$ cat src/rtl/ex_mem_branch_stage_if.sv
`default_nettype none
// ============================================================================
// Module      : ex_mem_branch_stage_if
// Description : Bundles the EX-side instruction/control inputs and the
//               MEM-side registered outputs of the EX/MEM branch stage.
//               master : driver of the EX-side fields (execute stage / bench)
//               slave  : the EX/MEM branch stage itself
// Revision    : 1.0 - initial release
// ============================================================================
interface ex_mem_branch_stage_if;

  // EX-side inputs
  logic        ex_valid;
  logic [31:0] alu_result;
  logic        n;
  logic        z;
  logic        c;
  logic        v;
  logic        branch;
  logic        jump;
  logic [2:0]  funct3;
  logic [31:0] pc_target;
  logic [31:0] pc_plus4;
  logic [31:0] write_data;
  logic [4:0]  rd;
  logic        reg_write;
  logic        mem_write;
  logic [1:0]  result_src;
  logic        stall;
  logic        flush;

  // Redirect and MEM-side outputs
  logic        pc_src;
  logic [31:0] pc_redirect;
  logic        mem_valid;
  logic [31:0] mem_alu_result;
  logic [31:0] mem_write_data;
  logic [31:0] mem_pc_plus4;
  logic [4:0]  mem_rd;
  logic        mem_reg_write;
  logic        mem_mem_write;
  logic [1:0]  mem_result_src;
  logic [15:0] br_count;
  logic [15:0] br_taken_count;

  modport master (
    output ex_valid, alu_result, n, z, c, v, branch, jump, funct3,
           pc_target, pc_plus4, write_data, rd, reg_write, mem_write,
           result_src, stall, flush,
    input  pc_src, pc_redirect, mem_valid, mem_alu_result, mem_write_data,
           mem_pc_plus4, mem_rd, mem_reg_write, mem_mem_write,
           mem_result_src, br_count, br_taken_count
  );

  modport slave (
    input  ex_valid, alu_result, n, z, c, v, branch, jump, funct3,
           pc_target, pc_plus4, write_data, rd, reg_write, mem_write,
           result_src, stall, flush,
    output pc_src, pc_redirect, mem_valid, mem_alu_result, mem_write_data,
           mem_pc_plus4, mem_rd, mem_reg_write, mem_mem_write,
           mem_result_src, br_count, br_taken_count
  );

endinterface : ex_mem_branch_stage_if
`default_nettype wire

$ cat src/rtl/ex_mem_branch_stage.sv
`default_nettype none
// ============================================================================
// Module      : ex_mem_branch_stage
// Description : Branch resolution for the EX stage plus the EX/MEM pipeline
//               register and two saturating branch performance counters.
// Ports       : clk  - rising-edge clock
//               rst  - asynchronous, active-low reset
//               bus  - ex_mem_branch_stage_if.slave
//                      inputs : ex_valid, alu_result, n/z/c/v, branch, jump,
//                               funct3, pc_target, pc_plus4, write_data, rd,
//                               reg_write, mem_write, result_src, stall, flush
//                      outputs: pc_src, pc_redirect, mem_* fields, br_count,
//                               br_taken_count
// Revision    : 1.0 - initial release
// ============================================================================
module ex_mem_branch_stage (
  input  logic                        clk,
  input  logic                        rst,
  ex_mem_branch_stage_if.slave        bus
);

  localparam logic [15:0] c_cnt_max = 16'hFFFF;

  // --------------------------------------------------------------------------
  // Branch condition (flags come from A-B)
  // --------------------------------------------------------------------------
  logic w_taken;
  logic w_pc_src;
  logic w_count_en;

  always_comb begin
    w_taken = 1'b0;
    case (bus.funct3)
      3'b000:  w_taken = bus.z;                  // beq
      3'b001:  w_taken = ~bus.z;                 // bne
      3'b100:  w_taken = bus.n ^ bus.v;          // blt
      3'b101:  w_taken = ~(bus.n ^ bus.v);       // bge
      3'b110:  w_taken = ~bus.c;                 // bltu: borrow means A<B
      3'b111:  w_taken = bus.c;                  // bgeu
      default: w_taken = 1'b0;                   // 010/011 reserved
    endcase
  end

  // Redirect is forced low while reset is held so fetch never follows
  // a stale EX instruction out of reset. jump dominates the branch term.
  assign w_pc_src = rst & bus.ex_valid & ~bus.stall &
                    (bus.jump | (bus.branch & w_taken));

  assign bus.pc_src      = w_pc_src;
  assign bus.pc_redirect = w_pc_src ? bus.pc_target : 32'h0;

  // A control-flow instruction is counted only when it actually advances
  // into MEM; flush squashes it.
  assign w_count_en = bus.ex_valid & ~bus.stall & ~bus.flush &
                      (bus.branch | bus.jump);

  // --------------------------------------------------------------------------
  // EX/MEM register
  // --------------------------------------------------------------------------
  logic        mem_valid_d,      mem_valid_q;
  logic [31:0] mem_alu_result_d, mem_alu_result_q;
  logic [31:0] mem_write_data_d, mem_write_data_q;
  logic [31:0] mem_pc_plus4_d,   mem_pc_plus4_q;
  logic [4:0]  mem_rd_d,         mem_rd_q;
  logic        reg_write_d,      reg_write_q;
  logic        mem_write_d,      mem_write_q;
  logic [1:0]  mem_result_src_d, mem_result_src_q;
  logic [15:0] br_count_d,       br_count_q;
  logic [15:0] br_taken_count_d, br_taken_count_q;

  always_comb begin
    // hold by default; covers the stall case
    mem_valid_d      = mem_valid_q;
    mem_alu_result_d = mem_alu_result_q;
    mem_write_data_d = mem_write_data_q;
    mem_pc_plus4_d   = mem_pc_plus4_q;
    mem_rd_d         = mem_rd_q;
    reg_write_d      = reg_write_q;
    mem_write_d      = mem_write_q;
    mem_result_src_d = mem_result_src_q;

    if (bus.flush) begin
      // flush wins over stall: the slot becomes an all-zero bubble
      mem_valid_d      = 1'b0;
      mem_alu_result_d = 32'h0;
      mem_write_data_d = 32'h0;
      mem_pc_plus4_d   = 32'h0;
      mem_rd_d         = 5'h0;
      reg_write_d      = 1'b0;
      mem_write_d      = 1'b0;
      mem_result_src_d = 2'h0;
    end else if (!bus.stall) begin
      mem_valid_d      = bus.ex_valid;
      mem_alu_result_d = bus.alu_result;
      mem_write_data_d = bus.write_data;
      mem_pc_plus4_d   = bus.pc_plus4;
      mem_rd_d         = bus.rd;
      reg_write_d      = bus.reg_write;
      mem_write_d      = bus.mem_write;
      mem_result_src_d = bus.result_src;
    end
  end

  // --------------------------------------------------------------------------
  // Saturating performance counters (independent of the EX/MEM hold)
  // --------------------------------------------------------------------------
  always_comb begin
    br_count_d       = br_count_q;
    br_taken_count_d = br_taken_count_q;
    if (w_count_en && (br_count_q != c_cnt_max)) begin
      br_count_d = br_count_q + 16'd1;
    end
    if (w_count_en && w_pc_src && (br_taken_count_q != c_cnt_max)) begin
      br_taken_count_d = br_taken_count_q + 16'd1;
    end
  end

  always_ff @(posedge clk or negedge rst) begin
    if (!rst) begin
      mem_valid_q      <= 1'b0;
      mem_alu_result_q <= 32'h0;
      mem_write_data_q <= 32'h0;
      mem_pc_plus4_q   <= 32'h0;
      mem_rd_q         <= 5'h0;
      reg_write_q      <= 1'b0;
      mem_write_q      <= 1'b0;
      mem_result_src_q <= 2'h0;
      br_count_q       <= 16'h0;
      br_taken_count_q <= 16'h0;
    end else begin
      mem_valid_q      <= mem_valid_d;
      mem_alu_result_q <= mem_alu_result_d;
      mem_write_data_q <= mem_write_data_d;
      mem_pc_plus4_q   <= mem_pc_plus4_d;
      mem_rd_q         <= mem_rd_d;
      reg_write_q      <= reg_write_d;
      mem_write_q      <= mem_write_d;
      mem_result_src_q <= mem_result_src_d;
      br_count_q       <= br_count_d;
      br_taken_count_q <= br_taken_count_d;
    end
  end

  // --------------------------------------------------------------------------
  // Outputs; write enables are qualified by valid so a bubble never writes
  // --------------------------------------------------------------------------
  assign bus.mem_valid      = mem_valid_q;
  assign bus.mem_alu_result = mem_alu_result_q;
  assign bus.mem_write_data = mem_write_data_q;
  assign bus.mem_pc_plus4   = mem_pc_plus4_q;
  assign bus.mem_rd         = mem_rd_q;
  assign bus.mem_reg_write  = reg_write_q & mem_valid_q;
  assign bus.mem_mem_write  = mem_write_q & mem_valid_q;
  assign bus.mem_result_src = mem_result_src_q;
  assign bus.br_count       = br_count_q;
  assign bus.br_taken_count = br_taken_count_q;

endmodule : ex_mem_branch_stage
`default_nettype wire

$ cat src/flat_wrapper.sv
// flat-port wrapper written by rule: the top's interface ports become plain ports
module ex_mem_branch_stage_flat 
  (clk, rst, bus_ex_valid, bus_alu_result, bus_n, bus_z, bus_c, bus_v, bus_branch, bus_jump, bus_funct3, bus_pc_target, bus_pc_plus4, bus_write_data, bus_rd, bus_reg_write, bus_mem_write, bus_result_src, bus_stall, bus_flush, bus_pc_src, bus_pc_redirect, bus_mem_valid, bus_mem_alu_result, bus_mem_write_data, bus_mem_pc_plus4, bus_mem_rd, bus_mem_reg_write, bus_mem_mem_write, bus_mem_result_src, bus_br_count, bus_br_taken_count);
  ex_mem_branch_stage_if bus_i ();
  input  logic clk;
  input  logic rst;
  input wire logic [$bits(bus_i.ex_valid)-1:0] bus_ex_valid;
  input wire logic [$bits(bus_i.alu_result)-1:0] bus_alu_result;
  input wire logic [$bits(bus_i.n)-1:0] bus_n;
  input wire logic [$bits(bus_i.z)-1:0] bus_z;
  input wire logic [$bits(bus_i.c)-1:0] bus_c;
  input wire logic [$bits(bus_i.v)-1:0] bus_v;
  input wire logic [$bits(bus_i.branch)-1:0] bus_branch;
  input wire logic [$bits(bus_i.jump)-1:0] bus_jump;
  input wire logic [$bits(bus_i.funct3)-1:0] bus_funct3;
  input wire logic [$bits(bus_i.pc_target)-1:0] bus_pc_target;
  input wire logic [$bits(bus_i.pc_plus4)-1:0] bus_pc_plus4;
  input wire logic [$bits(bus_i.write_data)-1:0] bus_write_data;
  input wire logic [$bits(bus_i.rd)-1:0] bus_rd;
  input wire logic [$bits(bus_i.reg_write)-1:0] bus_reg_write;
  input wire logic [$bits(bus_i.mem_write)-1:0] bus_mem_write;
  input wire logic [$bits(bus_i.result_src)-1:0] bus_result_src;
  input wire logic [$bits(bus_i.stall)-1:0] bus_stall;
  input wire logic [$bits(bus_i.flush)-1:0] bus_flush;
  output wire logic [$bits(bus_i.pc_src)-1:0] bus_pc_src;
  output wire logic [$bits(bus_i.pc_redirect)-1:0] bus_pc_redirect;
  output wire logic [$bits(bus_i.mem_valid)-1:0] bus_mem_valid;
  output wire logic [$bits(bus_i.mem_alu_result)-1:0] bus_mem_alu_result;
  output wire logic [$bits(bus_i.mem_write_data)-1:0] bus_mem_write_data;
  output wire logic [$bits(bus_i.mem_pc_plus4)-1:0] bus_mem_pc_plus4;
  output wire logic [$bits(bus_i.mem_rd)-1:0] bus_mem_rd;
  output wire logic [$bits(bus_i.mem_reg_write)-1:0] bus_mem_reg_write;
  output wire logic [$bits(bus_i.mem_mem_write)-1:0] bus_mem_mem_write;
  output wire logic [$bits(bus_i.mem_result_src)-1:0] bus_mem_result_src;
  output wire logic [$bits(bus_i.br_count)-1:0] bus_br_count;
  output wire logic [$bits(bus_i.br_taken_count)-1:0] bus_br_taken_count;
  assign bus_i.ex_valid = bus_ex_valid;
  assign bus_i.alu_result = bus_alu_result;
  assign bus_i.n = bus_n;
  assign bus_i.z = bus_z;
  assign bus_i.c = bus_c;
  assign bus_i.v = bus_v;
  assign bus_i.branch = bus_branch;
  assign bus_i.jump = bus_jump;
  assign bus_i.funct3 = bus_funct3;
  assign bus_i.pc_target = bus_pc_target;
  assign bus_i.pc_plus4 = bus_pc_plus4;
  assign bus_i.write_data = bus_write_data;
  assign bus_i.rd = bus_rd;
  assign bus_i.reg_write = bus_reg_write;
  assign bus_i.mem_write = bus_mem_write;
  assign bus_i.result_src = bus_result_src;
  assign bus_i.stall = bus_stall;
  assign bus_i.flush = bus_flush;
  assign bus_pc_src = bus_i.pc_src;
  assign bus_pc_redirect = bus_i.pc_redirect;
  assign bus_mem_valid = bus_i.mem_valid;
  assign bus_mem_alu_result = bus_i.mem_alu_result;
  assign bus_mem_write_data = bus_i.mem_write_data;
  assign bus_mem_pc_plus4 = bus_i.mem_pc_plus4;
  assign bus_mem_rd = bus_i.mem_rd;
  assign bus_mem_reg_write = bus_i.mem_reg_write;
  assign bus_mem_mem_write = bus_i.mem_mem_write;
  assign bus_mem_result_src = bus_i.mem_result_src;
  assign bus_br_count = bus_i.br_count;
  assign bus_br_taken_count = bus_i.br_taken_count;
  ex_mem_branch_stage u_core (.clk(clk), .rst(rst), .bus(bus_i));
endmodule
$ cat config.mk
export PLATFORM = sky130hd
export DESIGN_NAME = ex_mem_branch_stage_flat
export DESIGN_NICKNAME = d
export VERILOG_FILES = /design/src/rtl/ex_mem_branch_stage_if.sv /design/src/rtl/ex_mem_branch_stage.sv /design/src/flat_wrapper.sv
export SDC_FILE = /design/constraint.sdc
export NUM_CORES = 1
export LEC_CHECK = 0
export CELL_PAD_IN_SITES_DETAIL_PLACEMENT = 1
export CELL_PAD_IN_SITES_GLOBAL_PLACEMENT = 1
export CORE_ASPECT_RATIO = 1.5
export CORE_MARGIN = 5
export CORE_UTILIZATION = 29
export CTS_CLUSTER_DIAMETER = 100
export DETAILED_ROUTE_END_ITERATION = 6
export HOLD_SLACK_MARGIN = 0.02
export MAX_ROUTING_LAYER = met4
export PLACE_DENSITY_LB_ADDON = 0.12
export SETUP_SLACK_MARGIN = 0.4
export SKIP_LAST_GASP = 1
export SLEW_MARGIN = 20
export SYNTH_ARGS = -nofsm -noshare
export SYNTH_HDL_FRONTEND = slang
export SYNTH_SLANG_ARGS = --single-unit
export TNS_END_PERCENT = 20
$ cat constraint.sdc
create_clock -name clk -period 2.3 [get_ports clk]
set_clock_uncertainty 0.2 [all_clocks]
set_input_delay 0.23 -clock clk [delete_from_list [all_inputs] [get_ports clk]]
set_output_delay 0.23 -clock clk [all_outputs]
set_load 0.005 [all_outputs]
======== Word level (Yosys, flattened, before mapping) ========
Cells that the tools add are included.
word-level totals
  flip-flop bits (word level) ............. 138
  logic and storage cells ................. 59
  output and inout bits ................... 171
  bits of input ports ..................... 151
operators by class
  eq/ne operators ......................... 8
  muxes and demuxes ....................... 18
  reduce and logical (&&, ||, !) cells .... 4
  add/subtract/negate cells ............... 2
  bitwise operators ....................... 17
operator list
  operator                 number
  $mux W32                 7
  $add A16 B1 Y16 const B  2
  $ne A16 B16 Y1 const B   2
  $eq A3 B3 Y1 const B     4
  $mux W5                  2
  $and A1 B1 Y1            9
  $mux W1                  6
  $pmux W1 S6              1
  $not A1 Y1               5
  $mux W2                  2
  $eq A3 B1 Y1 const B     1
  $logic_and A1 B1 Y1      3
  $logic_not A3 Y1         1
  $ne A2 B1 Y1 const B     1
  $or A1 B1 Y1             2
  $xor A1 B1 Y1            1

======== Longest topological paths before layout ========
Gate-level depths: netlist of run 1.
  depth after elaboration ................. 8
  depth in mapped cells ................... 7
  depth with buffers taken out ............ 6

======== Worst setup path before layout of run 1 ========
No wires, ideal clock.
  kind .................................... register to register
  start point ............................. register u_core.br_count_q[0], in the netlist u_core.bus.br_count[0]
  end point ............................... register u_core.br_count_q[1], in the netlist u_core.bus.br_count[1]
  setup time .............................. 0.125 ns
  buffers on the path ..................... 0
  clock period less this slack ............ 1.985 ns
  data required time ...................... 1.975 ns
  cell stages (with the launch flop) ...... 6
  data arrival time ....................... 1.661 ns
  path slack .............................. 0.315 ns
  cell sequence ........................... dfrtp_1 -> ha_1 -> nand3_1 -> nor4_4 -> a21oi_1 -> mux2_2
between the ends
  longest elaborated chain between the ends .. 2
  elaborated cells on any way between the ends .. 3
  classes of those cells .................. add/sub: 1; eq/ne: 1; reduce/logical: 1
RTL lines
  what                                                                     RTL line                    source
  start, declared                                                          ex_mem_branch_stage.sv:68   logic [15:0] br_count_d, br_count_q;
  start signal, assigned                                                   ex_mem_branch_stage.sv:139  br_count_q <= br_count_d;
  parallel branches: the longest is 2 deep, another holds $add A16 B1 Y16  n/a
Parallel ways; which one is timed is not known.
A chain may end at the register's enable or synchronous reset.

======== Worst setup path in the final report of run 1 ========
  start point ............................. input port bus_funct3[0]
  end point ............................... output port bus_pc_redirect[2]
between the ends
  longest elaborated chain between the ends .. 6
  elaborated cells on any way between the ends .. 11
  classes of those cells .................. eq/ne: 5; mux: 2; bitwise: 3; reduce/logical: 1
RTL lines
  what                                        RTL line                   source
  start, declared                             flat_wrapper.sv:15         input wire logic [$bits(bus_i.funct3)-1:0] bus_funct3;
  $eq A3 B3 Y1, or another cell as far along  ex_mem_branch_stage.sv:33  case (bus.funct3)
  $pmux W1 S6 (*)                             ex_mem_branch_stage.sv:33
  $and A1 B1 Y1 (*)                           ex_mem_branch_stage.sv:47  (bus.jump | (bus.branch & w_taken));
  $or A1 B1 Y1 (*)                            ex_mem_branch_stage.sv:47
  $and A1 B1 Y1 (*)                           ex_mem_branch_stage.sv:46  assign w_pc_src = rst & bus.ex_valid & ~bus.stall &
  $mux W32 (*)                                ex_mem_branch_stage.sv:50  assign bus.pc_redirect = w_pc_src ? bus.pc_target : 32'h0;
  end, declared                               flat_wrapper.sv:26         output wire logic [$bits(bus_i.pc_redirect)-1:0] bus_pc_redirect;
Mark *: on every way between the ends. The rest lies on a longest branch, timed or not.

==> impl_results.md, run 1 <==
- Placement Rows: 65
- Most common cell in the netlist: dfrtp_1
- Min Hold Slack: 0.04348 ns
- WL final: 22710 um
- CTS max path bufs: 2
- Final #Nets: 1024
- Final Hold Viols: 0
- Routed wire per std cell: 19.68 um
- PD cells: 631.0 nW/um^2
- Footprint of the multi-input gates: 2635 sq um
- Slew @ Worst Pin: 1.119 ns
- Routing usage on met3: 5.956%
- Core ar.: 20900 sq um
- Post-synth top area cell: dfrtp_1
- GRT Overall Usage: 19.00%
- CTS root buf: clkbuf_16
- Pre-CTS WS: -0.5607 ns
- Mapped Cells: 527
- Port Buffers: 321
- Worst vdd ir: 0.3676 mV
- CP max FO: 8
- H-tree depth: 4
- Critical path's largest stage delay: 0.51 ns
- Grt met1 use: 18.45%
- Die Height: 187.8 um
- Max Slew Vio Count: 0
- Non-Filler Instances: 1154
- Register area: 3453 sq um
- Vias post-DR: 5371
- Initial DRC count: 157
- Stages on worst setup path: 10
- Final Total Pwr: 6.719 mW
- Distinct cells, synth: 35
- Critical Path Source Type: input port
- Largest net degree at the start of global routing: 107
- Met2 GRT Util: 34.58%
- Layout cell share with drive strength beyond 1: 17.08%
- Endpoints failing setup: 0
- CTS clk-pin slew, worst paths: 0.06 ns
- Max cap viols: 0
- GR peak layer: met2
- Reg2reg setup slack: 0.31 ns
- Worst flop-to-flop path endpoint: u_core.bus.br_count[9]
- Post-Syn Area per Cell: 11.60 sq um
- FFs w/ async S/R, synth: 100.0%
- Reg2Reg Depth: 7
- Worst-skew pair later-pin latency: 0.43 ns
- GPL Wtd Cong: 0.8022
- Post-Syn Area: 6115 sq um
- Final min period: 2.189 ns
- Die X: 128.6 um
- Critical path destination: bus_pc_redirect[2]
- CTS Sinks: 138
- Worst slew margin: 25.40%
- Critical-path top delay cell: a222oi_1
- Synth-to-layout area growth: 74.14%
- Post-synth EDFFs: 0
- Crit path buffers/inverters: 6
- Clock network power share: 42.6%
- Most common cell on crit path: buf_6
- Final ANT Viol Nets: 0
- TritonCTS buffer count: 17
- Max frequency: 0.4569 GHz
- Ys flop type: dfrtp_1
- CP endpoint kind: primary output
- IO Pins: 322
- WS Path Type: in2out
- Placed cell count: 1106
- Register area share after synthesis: 56.48%
- Outcome: finished, final reports clean
- Crit path max-delay family: buffers and inverters
- Worst hold stages: 4
- Power share of the combinational group: 17.2%
- WP data required: 1.87 ns
- Top cells by count, synth: dfrtp_1 (138), nor2_1 (109), mux2i_1 (105)
- R2r startpoint: u_core.bus.br_count[0]
- Initial Util: 29.25%
- Seq pwr share: 40.2%
- Worst path cell trace: buf_6, buf_6, o21ai_2, a222oi_1, o31ai_4, buf_4, buf_12, clkbuf_16, and2_4, buf_6
- Synth top area share: 56.48%
- Synth area leaders: dfrtp_1 (56%), mux2i_1 (17%), nor2_1 (6.7%), xnor2_1 (3.9%), and2_1 (3.8%)
- Synth Register Bits: 138
- RSZ-0062 raised after global routing: yes
- First-pass GRT wire length: 34130 um
- Syn nets: 680
- Internal power: 5.117 mW
- Net Sw Power: 1.602 mW
- Critical Path Start: bus_funct3[0]
- Tcrit/Tclk final: 95.16%
- Worst min path class: in2reg
- Crit path DAT: 1.76 ns
- Via/cell ratio: 4.654
- DRC viols: 0
- Leak Pwr: 4.889 nW
- Final worst setup slack: 0.1113 ns
- FILL cells: 2246
- Die ar.: 24150 sq um
- Post-route setup TNS: 0 ns
- Final HPWL DP: 16510 um
- Synth warn: 0
- Drt pass-1 iters: 4
- Vias in the first global route: 6044
- Sw Ratio: 23.84%
- Initial antenna violation count: 2
- Total grt overflow: 0
- CTS tree: yes
-- power groups by stage --
stage	combinational (mW)	clock, mW	sequential, mW
floorplan	0.328	0	2.74
global placement	1.09	0	2.73
detailed placement	1.12	0	2.74
CTS	1.15	2.94	2.70
global route	1.25	3.06	2.73
finish	1.16	2.86	2.70
-- worst min path at each step --
stage,slack [ns],from,to
2_1_floorplan,-0.27,rst,u_core.bus.br_count[0]
3_3_place_gp,0.12,rst,u_core.bus.br_taken_count[7]
3_5_place_dp,0.13,rst,u_core.bus.br_taken_count[13]
4_1_cts,0.02,bus_stall,u_core.bus.mem_pc_plus4[16]
5_1_grt,0.08,bus_stall,u_core.bus.mem_pc_plus4[16]
6_report,0.04,bus_stall,u_core.bus.mem_pc_plus4[16]
-- metal layers --
metal | vias to the layer above | routed length, um
li1 | 2473 | -
met1 | 2659 | 7702
met2 | 210 | 12730
met3 | 29 | 1777
met4 | 0 | 499
met5 | - | 0
-- kinds of logic after synthesis --
| kind of cell | share of synthesized area (%) |
|---|---|
| AOI/OAI and AO/OA | 1.821 |
| DFF | 56.48 |
| buffers and inverters | 2.230 |
| muxes | 17.56 |
| adders and majority gates | 0.4092 |
| xor gates and xnor gates | 4.543 |
| and+or+nand+nor | 16.96 |
-- per-stage QoR --
stage | instance area (sq um) | util (%)
after global routing | 10650 | 50.94
after global placement | 9706 | 46.44
after detailed placement | 9706 | 46.44
after floorplan | 6118 | -
after CTS | 10500 | 50.24
final | 10650 | 50.94
-- sequential cells by signal, summed over array words and instances (netlist names) --
signal,cells
u_core.bus.br_count,16
u_core.reg_write_q,1
u_core.bus.mem_result_src,2
u_core.bus.mem_pc_plus4,32
u_core.bus.br_taken_count,16
u_core.mem_write_q,1
u_core.bus.mem_write_data,32
u_core.bus.mem_rd,5
u_core.bus.mem_alu_result,32
u_core.bus.mem_valid,1
-- worst register-to-register path: cells and delay by family, from the launching register on --
family,cells,cell delay [ns]
flops,1,0.41
simple gates,3,0.35
compound gates,1,0.34
fa+ha+maj,1,0.24
buf+inv,1,0.19
xor+xnor,1,0.14
-- timing repair --
action                                 CTS  global route
cloned                                   3             1
pin swaps                               11            24
endpoints found under the hold margin   78             0
gates resized for setup                140            74
buffers inserted                         6             3
hold buffers                             1             0
setup endpoints to repair               68           122
-- layout make-up --
class,instances,area share [%]
tap,268,3.149
timing repair buffer,355,33.74
inverter,1,0.03525
antenna,2,0.04700
clock inverter,11,1.340
multi-input combinational,358,24.75
sequential,138,32.43
clock buffer,21,4.512
-- cell usage in the layout (no fill, tap or decap), types with 3 or more instances in the layout --
master             n
dlygate4sd2_1      3
buf_2              5
clkbuf_8           4
nand2_1           12
and2_1             6
clkbuf_16         18
nand3_1           10
nor2_1           109
mux2i_1          105
buf_16             3
nand2b_1           3
xnor2_1           27
clkbuf_2           5
buf_12             4
bufinv_16          3
a21oi_1            3
dfrtp_1          138
clkdlybuf4s50_1  276
nand4_1           12
buf_4             23
and2_4            31
and3_1            10
clkinv_2           4
and4_1             6
buf_6             34
Power figures use the tool's default switching activity.
==> inputs of run 2 (changes only) <==
--- a/config.mk
+++ b/config.mk
@@ -16,7 +16,6 @@
 export MAX_ROUTING_LAYER = met4
 export PLACE_DENSITY_LB_ADDON = 0.12
 export SETUP_SLACK_MARGIN = 0.4
-export SKIP_LAST_GASP = 1
 export SLEW_MARGIN = 20
 export SYNTH_ARGS = -nofsm -noshare
 export SYNTH_HDL_FRONTEND = slang
==> results of run 2 <==
No change in the layout: final DEF, timing and power equal those of run 1.
